==> src/rtl/tdc_readout.sv <==
// Readout controller for the 16-stage delay-line TDC: reads the code as two bytes
// over the shared bus, then presents a popcount and a bubble flag on a valid/ready port.
module tdc_readout #(
   parameter int unsigned SETTLE = 2
) (
   input  logic        clk,
   input  logic        rst_n,
   input  logic        start_req,
   input  logic [7:0]  tdc_byte,
   output logic        sel,
   output logic        busy,
   output logic [15:0] raw_code,
   output logic [4:0]  code,
   output logic        bubble,
   output logic        out_valid,
   input  logic        out_ready
);

   localparam int unsigned CW = $clog2(SETTLE + 1);

   typedef enum logic [2:0] {
      IDLE  = 3'd0,
      S_LO  = 3'd1,
      S_HI  = 3'd2,
      S_DEC = 3'd3,
      S_OUT = 3'd4
   } state_t;

   state_t        state_q, state_d;
   logic [CW-1:0] cnt_q, cnt_d;
   logic [7:0]    lo_q, lo_d;
   logic [7:0]    hi_q, hi_d;
   logic [15:0]   raw_q, raw_d;
   logic [4:0]    code_q, code_d;
   logic          bubble_q, bubble_d;
   logic          sel_q, sel_d;
   logic          busy_q, busy_d;
   logic          valid_q, valid_d;

   logic [15:0]   raw_c;
   logic [4:0]    code_c;
   logic [16:0]   therm_c;
   logic          bubble_c;

   // Decode of the captured bytes: popcount and clean-thermometer test.
   always_comb begin
      raw_c   = {hi_q, lo_q};
      code_c  = '0;
      for (int i = 0; i < 16; i++) begin
         code_c = code_c + 5'(raw_c[i]);
      end
      therm_c  = (17'(1) << code_c) - 17'(1);
      bubble_c = (therm_c != {1'b0, raw_c});
   end

   always_ff @(posedge clk) begin
      if (!rst_n) begin
         state_q  <= IDLE;
         cnt_q    <= '0;
         lo_q     <= '0;
         hi_q     <= '0;
         raw_q    <= '0;
         code_q   <= '0;
         bubble_q <= 1'b0;
         sel_q    <= 1'b0;
         busy_q   <= 1'b0;
         valid_q  <= 1'b0;
      end else begin
         state_q  <= state_d;
         cnt_q    <= cnt_d;
         lo_q     <= lo_d;
         hi_q     <= hi_d;
         raw_q    <= raw_d;
         code_q   <= code_d;
         bubble_q <= bubble_d;
         sel_q    <= sel_d;
         busy_q   <= busy_d;
         valid_q  <= valid_d;
      end
   end

   // Next state; the settle counter loads SETTLE on entry and the byte is taken when it reaches 1.
   always_comb begin
      state_d  = state_q;
      cnt_d    = cnt_q;
      lo_d     = lo_q;
      hi_d     = hi_q;
      raw_d    = raw_q;
      code_d   = code_q;
      bubble_d = bubble_q;

      case (state_q)
         IDLE: begin
            if (start_req) begin
               state_d = S_LO;
               cnt_d   = CW'(SETTLE);
            end
         end
         S_LO: begin
            if (cnt_q == CW'(1)) begin
               lo_d    = tdc_byte;
               state_d = S_HI;
               cnt_d   = CW'(SETTLE);
            end else begin
               cnt_d = cnt_q - CW'(1);
            end
         end
         S_HI: begin
            if (cnt_q == CW'(1)) begin
               hi_d    = tdc_byte;
               state_d = S_DEC;
            end else begin
               cnt_d = cnt_q - CW'(1);
            end
         end
         S_DEC: begin
            raw_d    = raw_c;
            code_d   = code_c;
            bubble_d = bubble_c;
            state_d  = S_OUT;
         end
         S_OUT: begin
            if (out_ready) begin
               state_d = IDLE;
            end
         end
         default: begin
            state_d = IDLE;
         end
      endcase
   end

   // Control outputs are registered from the next state so they line up with the state register.
   always_comb begin
      sel_d   = (state_d == S_HI);
      busy_d  = (state_d != IDLE);
      valid_d = (state_d == S_OUT);
   end

   assign sel       = sel_q;
   assign busy      = busy_q;
   assign raw_code  = raw_q;
   assign code      = code_q;
   assign bubble    = bubble_q;
   assign out_valid = valid_q;

endmodule
==> config.mk <==
export PLATFORM = sky130hd
export DESIGN_NAME = tdc_readout
export DESIGN_NICKNAME = d
export VERILOG_FILES = /design/src/rtl/tdc_readout.sv
export SDC_FILE = /design/constraint.sdc
export NUM_CORES = 1
export LEC_CHECK = 0
export ABC_AREA = 1
export CAP_MARGIN = 20
export CORE_MARGIN = 2
export CORE_UTILIZATION = 56
export CTS_CLUSTER_SIZE = 40
export DETAILED_ROUTE_END_ITERATION = 8
export HOLD_SLACK_MARGIN = 0.08
export PLACE_DENSITY_LB_ADDON = 0.12
export SYNTH_ARGS = -nofsm -noshare
export SYNTH_HDL_FRONTEND = slang
export SYNTH_SLANG_ARGS = --single-unit
export TNS_END_PERCENT = 10
==> constraint.sdc <==
create_clock -name clk -period 5.8 [get_ports clk]
set_input_delay 1.74 -clock clk [delete_from_list [all_inputs] [get_ports clk]]
set_output_delay 1.74 -clock clk [all_outputs]
set_load 0.01 [all_outputs]
==> results of run 1 <==
-- per-layer routing --
layer	wire [µm]	GRT usage	vias up
li1	-	-	1434
met1	3290	0.365	1246
met2	3310	0.419	122
met3	450	0.0450	29
met4	272	0.131	0
met5	0	0	-
-- where the power goes --
group | switching, mW | internal [mW] | total, mW
Combinational | 0.0951 | 0.0595 | 0.155
Clock | 0.109 | 0.0963 | 0.205
Sequential | 0.00511 | 0.323 | 0.329
Total | 0.209 | 0.479 | 0.688
-- per-stage QoR --
stage                     std cells  hold slack, ns  instance area (µm²)  power, mW
final                           531           0.497                 3400      0.688
after global routing            531           0.542                 3400      0.727
after CTS                       529           0.498                 3360      0.684
after detailed placement        521           0.480                 3260      0.485
after global placement          521           0.474                 3260      0.483
after floorplan                 428           0.466                 2880      0.445
-- flip-flops by register name (all words and copies together), names as in the netlist --
signal,count
sel,1
state_q,3
raw_code,16
cnt_q,2
busy,1
bubble,1
out_valid,1
code,5
hi_q,8
lo_q,8
-- worst max-delay path by stage --
stage              to  slack [ns]
6_report       bubble        0.69
5_1_grt        bubble        0.35
4_1_cts        bubble        0.68
3_5_place_dp   bubble        0.70
3_3_place_gp   bubble        0.84
2_1_floorplan  bubble        1.08
-- worst max-delay path: stages (launching register included) --
cell and delay [ns]:
dfxtp_1 0.33, inv_1 0.09, fa_1 0.57, fa_1 0.45
fa_1 0.50, fa_1 0.50, inv_1 0.04, ha_1 0.21
fa_1 0.51, nor2_1 0.25, nand2_1 0.10, nor2_2 0.16
nand2_1 0.09, ha_1 0.31, xor2_1 0.14, nand2_1 0.07
a21oi_1 0.13, nand3b_1 0.08, nor2_1 0.10, nand2_1 0.06
nor2_1 0.10, nand3_1 0.07, nor2_1 0.09, nor2_1 0.04
-- cells in the final DEF, fill, tap and decap left out --
| cell type | instances |
|---|---|
| nand4_1 | 5 |
| o21ai_1 | 2 |
| o21bai_1 | 2 |
| fa_1 | 10 |
| clkinv_2 | 1 |
| buf_16 | 1 |
| nand2_2 | 4 |
| clkbuf_8 | 6 |
| nand2_1 | 89 |
| nor3_2 | 1 |
| buf_12 | 1 |
| dfxtp_1 | 46 |
| nand3_1 | 33 |
| a211oi_1 | 1 |
| nand2_4 | 3 |
| o21ai_0 | 40 |
| a21oi_1 | 43 |
| clkdlybuf4s50_1 | 36 |
| clkbuf_1 | 1 |
| nand3b_1 | 2 |
| nor2_2 | 5 |
| nor2_1 | 44 |
| xor2_1 | 5 |
| ha_1 | 8 |
| nor3_1 | 3 |
| clkinv_1 | 1 |
| or2_2 | 1 |
| inv_1 | 61 |
| inv_2 | 2 |
| o21ai_2 | 1 |
| o211ai_1 | 3 |
-- cell families after synthesis --
| logic type | after synthesis | share of synthesized area |
|---|---|---|
| compound gates | 92 | 0.167 |
| xor+xnor | 5 | 0.0152 |
| fa+ha+maj | 18 | 0.104 |
| buf+inv | 77 | 0.105 |
| flops | 46 | 0.320 |
| simple gates | 190 | 0.289 |
-- layout make-up --
| cell class | instances | area [µm²] | share of cell area |
|---|---|---|---|
| Multi-Input combinational cell | 305 | 1660 | 0.486 |
| Clock inverter | 1 | 5.00 | 0.00147 |
| Timing Repair Buffer | 38 | 408 | 0.120 |
| Sequential cell | 46 | 921 | 0.271 |
| Inverter | 64 | 240 | 0.0706 |
| Tap cell | 70 | 87.6 | 0.0257 |
| Clock buffer | 7 | 86.3 | 0.0254 |
==> summary.md, run 1 <==
| Metric | Value |
|---|---|
| Status | `complete, no violations` |
| Die ar. | `5730 µm²` |
| Share of layout cells above drive strength 1 | `0.0564` |
| Initial core utilization | `0.571` |
| Fin crit share | `0.881` |
| Syn Nets | `458` |
| Worst Setup SP | `lo_q[0]` |
| Final GP Congestion | `0.927` |
| Arrival time worst endpoint | `5.31 ns` |
| Final setup vio count | `0` |
| Hold endpoint | `raw_code[13]` |
| Total track usage | `0.269` |
| Hold_sp | `raw_code[13]` |
| Setup slack at placement | `0.698 ns` |
| Post-CTS Hold Buffers | `0` |
| Maximum vdd drop | `0.195 mV` |
| Routed len/inst | `13.8 µm` |
| Clk root buf | `clkbuf_8` |
| Worst EP required | `6.01 ns` |
| Clock-pin slew on the worst setup and hold paths | `0.09 ns` |
| Synth Warn # | `0` |
| Final wirelength | `7320 µm` |
| Worst Tran Pin Value | `0.428 ns` |
| Max-Cap Viols | `0` |
| Post-Syn Area per Cell | `6.72 µm²` |
| Post-route setup slack | `0.692 ns` |
| DR pass1 iterations | `5` |
| Final net count | `490` |
| Hold path depth | `2` |
| Synth cell types | `29` |
| Core Rows | `26` |
| Type of the worst setup path | `flop to flop` |
| Asr flop ratio synth | `0` |
| Port bufs | `36` |
| # IOs | `37` |
| Die W | `75.7 µm` |
| Leakage Power | `1.54 nW` |
| Mapped Cells | `428` |
| Placed wire-length estimate | `5540 µm` |
| Fin. max-slew vios | `0` |
| Count leader, synth | `nand2_1` |
| Yosys top cell area share | `0.320` |
| Layout area overhead | `18.3%` |
| HP Class | `flop to flop` |
| Final hold vios | `0` |
| Fillers | `453` |
| R2R Path Start | `lo_q[0]` |
| Vias per cell | `5.33` |
| Area leader, netlist | `dfxtp_1` |
| R2r endpoint | `bubble` |
| Worst Setup End Kind | `flop` |
| Remaining global-route overflow | `0` |
| Critical path fanouts, max | `5` |
| Vias | `2,831` |
| Area contributors post-synth | `dfxtp_1, nand2_1, inv_1` |
| DRT iter0 DRCs | `284` |
| Setup Buffers After CTS | `0` |
| Initial antenna violation count | `0` |
| Via count of the first global-routing pass | `2,488` |
| Largest net degree at the start of global routing | `45` |
| Post-synthesis sequential area ratio | `0.320` |
| CTS Buffer Depth | `2` |
| CTS sink cnt | `46` |
| Clock skew | `0.00566 ns` |
| ANT cells | `0` |
| Htree depth | `2` |
| CTS tree | `yes` |
| Worst reg-to-reg path cell count | `23` |
| Max-Slew Margin vs Limit | `0.714` |
| Flop2flop setup slack | `0.69 ns` |
| Core Area | `5040 µm²` |
| Synth top cells by count | `nand2_1, inv_1, dfxtp_1, nor2_1, a21oi_1` |
| Fin crit period | `5.11 ns` |
| Util after Layout | `0.675` |
| Post-synth EDFFs | `0` |
| First-pass GRT wire length | `11,500 µm` |
| Die height | `75.7 µm` |
| Post_cts resized | `0` |
| CP Launch Type | `flop` |
| Primary FF master, synth | `dfxtp_1` |
| Clock latency on the worst-skew pair | `0.30 ns` |
| CTS Buf Count | `5` |
| Post-route DRC | `0` |
| Setup TNS | `0 ns` |
| FF+latch count, synth | `46` |
| Power Density | `202 nW/µm²` |
| RSZ-0062 raised after global routing | `false` |
| Fmax | `196 MHz` |
| Mapped Area | `2880 µm²` |
| Post-route ant nets | `0` |
Note: power is estimated with default switching activity, not from simulation.
==> inputs of run 2 (changes only) <==
Settings changed: CORE_UTILIZATION 56 to 64, DONT_BUFFER_PORTS from default to 1.
==> run 2 against run 1 <==
  * Hold slack better by 0.011 ns
  * Total power down 2.9%
  * Clock-buffer cell count down 1
  * Global-route usage up 4.4 points
  * First-iteration DRC count down 7.4%
  * Fmax down 1.2%
==> summary.md, run 2 (synthesized netlist as in run 1, its figures left out) <==
| Metric | Value |
|---|---|
| Layout area overhead | `4.39%` |
| CTS tree | `yes` |
| Leakage Power | `1.40 nW (-9.0%)` |
| Post-route ant nets | `0 (unchanged)` |
| Util after Layout | `0.690 (+0.0150)` |
| First-pass GRT wire length | `12,300 µm (+7.2%)` |
| DRT iter0 DRCs | `263 (-7.4%)` |
| Initial antenna violation count | `0 (unchanged)` |
| Fin crit period | `5.17 ns (+0.0640 ns)` |
| Sw Share | `0.302 (-0.00175)` |
| Clock latency on the worst-skew pair | `0.30 ns (about the same)` |
| Remaining global-route overflow | `0 (unchanged)` |
| Max-Cap Viols | `0 (unchanged)` |
| Routed len/inst | `15.1 µm (+9.4%)` |
| CP Launch Type | `flop` |
| Initial core utilization | `0.661 (+0.0902)` |
| Final GP Congestion | `1.02 (+9.9%)` |
| Die ar. | `5050 µm² (-12%)` |
| Most frequent cells in the layout | `nand2_1, inv_1, dfxtp_1` |
| RSZ-0062 raised after global routing | `false` |
| Setup crit end | `bubble` |
| Fin. max-slew vios | `0 (unchanged)` |
| Clock-pin slew on the worst setup and hold paths | `0.08 ns (about the same)` |
| Critical path fanouts, max | `5 (unchanged)` |
| Register share of total power | `0.494 (+0.017)` |
| Largest net degree at the start of global routing | `45 (unchanged)` |
| Worst reg-to-reg path cell count | `23 (unchanged)` |
| Clock network power share | `0.298 (about the same)` |
| Psw | `0.202 mW (-3.4%)` |
| Critical Path, Cell by Cell | `inv_1, fa_1, fa_1, fa_1, fa_1, inv_1, ha_1, fa_1, nor2_1, nand2_1, nor2_2, nand2_1, ha_1, xor2_1, nand2_1, a21oi_1, nand3b_1, nor2_1, nand2_1, nor2_1, nand3_1, nor2_1, nor2_1` |
| Final setup vio count | `0 (unchanged)` |
| Final wirelength | `7180 µm (-2.0%)` |
| Core Rows | `24 (-7.7%)` |
| CP max stage delay | `0.59 ns (+0.02 ns)` |
| Maximum vdd drop | `0.206 mV (+5.7%)` |
| Vias per cell | `5.56 (+4.3%)` |
| Share of layout cells above drive strength 1 | `0.0613 (+0.00492)` |
| HP Class | `flop to flop` |
| Placed wire-length estimate | `5670 µm (+2.4%)` |
| Type of the worst setup path | `flop to flop` |
| Final hold vios | `0 (unchanged)` |
| Worst Setup SP | `lo_q[0]` |
| Die height | `71.1 µm (-6.1%)` |
| Commonest non-fill, non-tap cell in the layout | `nand2_1` |
| Layout Cells excl Fill | `476 (-10%)` |
| CP top delay family | `adder cells` |
| CTS sink cnt | `46 (unchanged)` |
| Fmax | `193 MHz (-1.2%)` |
| Setup Buffers After CTS | `0 (unchanged)` |
| DR pass1 iterations | `5 (unchanged)` |
| Arrival time worst endpoint | `5.36 ns (+0.05 ns)` |
| # IOs | `37 (unchanged)` |
| Via count of the first global-routing pass | `2,561 (+2.9%)` |
| Post_cts resized | `0 (unchanged)` |
| Max-Slew Margin vs Limit | `0.668 (-0.0458)` |
| Worst path bufs/invs | `2 (unchanged)` |
| Fin crit share | `0.892 (+0.0110)` |
| Post-CTS Hold Buffers | `0 (unchanged)` |
| Final net count | `453 (-7.6%)` |
| CP max-delay cell | `fa_1` |
| Worst Tran Pin Value | `0.494 ns (+0.0661 ns)` |
| Total track usage | `0.313 (+0.0438)` |
| Setup TNS | `0 ns (unchanged)` |
| Die W | `71.1 µm (-6.1%)` |
| ANT cells | `0 (unchanged)` |
| R2R Path Start | `lo_q[0]` |
| Clk root buf | `clkbuf_8` |
| CTS Buf Count | `5 (unchanged)` |
| Port bufs | `0 (-100%)` |
| Htree depth | `2 (unchanged)` |
| Worst Setup End Kind | `flop` |
| Max reg flops | `16 (unchanged)` |
| Comb power frac | `0.208 (-0.017)` |
| Power Density | `223 nW/µm² (+10%)` |
| Flop2flop setup slack | `0.63 ns (-0.06 ns)` |
| CTS Buffer Depth | `2 (unchanged)` |
| Status | `complete, no violations` |
| Clock skew | `0.00731 ns (+0.00164 ns)` |
| # placed instances | `467 (-10%)` |
| Core Area | `4350 µm² (-14%)` |
| Internal power | `0.467 mW (-2.6%)` |
| Vias | `2,648 (-6.5%)` |
| Worst EP required | `5.99 ns (-0.02 ns)` |
| R2r endpoint | `bubble` |
| Post-route DRC | `0 (unchanged)` |
| Crit path depth | `23 (unchanged)` |
==> run 2: per-layer routing <==
layer	share of wire	GRT usage	up-vias
li1	-	-	1362
met5	0	0	-
met4	0.022	0.103	0
met3	0.066	0.0598	17
met1	0.44	0.433	1182
met2	0.47	0.496	87
==> run 2: power groups by stage <==
stage | combinational [mW] | sequential, mW | clock (mW)
after floorplan | 0.109 | 0.336 | 0
after CTS | 0.136 | 0.330 | 0.203
after global placement | 0.136 | 0.337 | 0
final | 0.139 | 0.330 | 0.199
after global routing | 0.163 | 0.331 | 0.215
after detailed placement | 0.135 | 0.338 | 0
==> run 2: area by class of cell <==
cell class,count,area (µm²)
Clock buffer,6,82.6
Clock inverter,2,12.5
Fill cell,384,1350
Inverter,64,240
Multi-Input combinational cell,305,1660
Sequential cell,46,921
Tap cell,52,65.1
Timing Repair Buffer,1,27.5
==> run 2: worst min path at each step <==
stage	startpoint	end	slack [ns]	cells after the start
after CTS	cnt_q[0]	cnt_q[0]	0.50	1
final	cnt_q[0]	cnt_q[0]	0.51	1
after floorplan	cnt_q[0]	cnt_q[0]	0.47	1
after global placement	cnt_q[0]	cnt_q[0]	0.49	1
after global routing	cnt_q[0]	cnt_q[0]	0.53	1
after detailed placement	cnt_q[0]	cnt_q[0]	0.49	1
==> run 2: metrics by stage <==
| stage | worst slack [ns] | instance area [µm²] | hold slack (ns) | power (mW) |
|---|---|---|---|---|
| after CTS | 0.605 | 2980 | 0.504 | 0.669 |
| after global placement | 0.713 | 2880 | 0.489 | 0.473 |
| final | 0.628 | 3000 | 0.508 | 0.669 |
| after detailed placement | 0.664 | 2880 | 0.490 | 0.472 |
| after global routing | 0.287 | 3000 | 0.535 | 0.710 |
| after floorplan | 1.08 | 2880 | 0.466 | 0.445 |
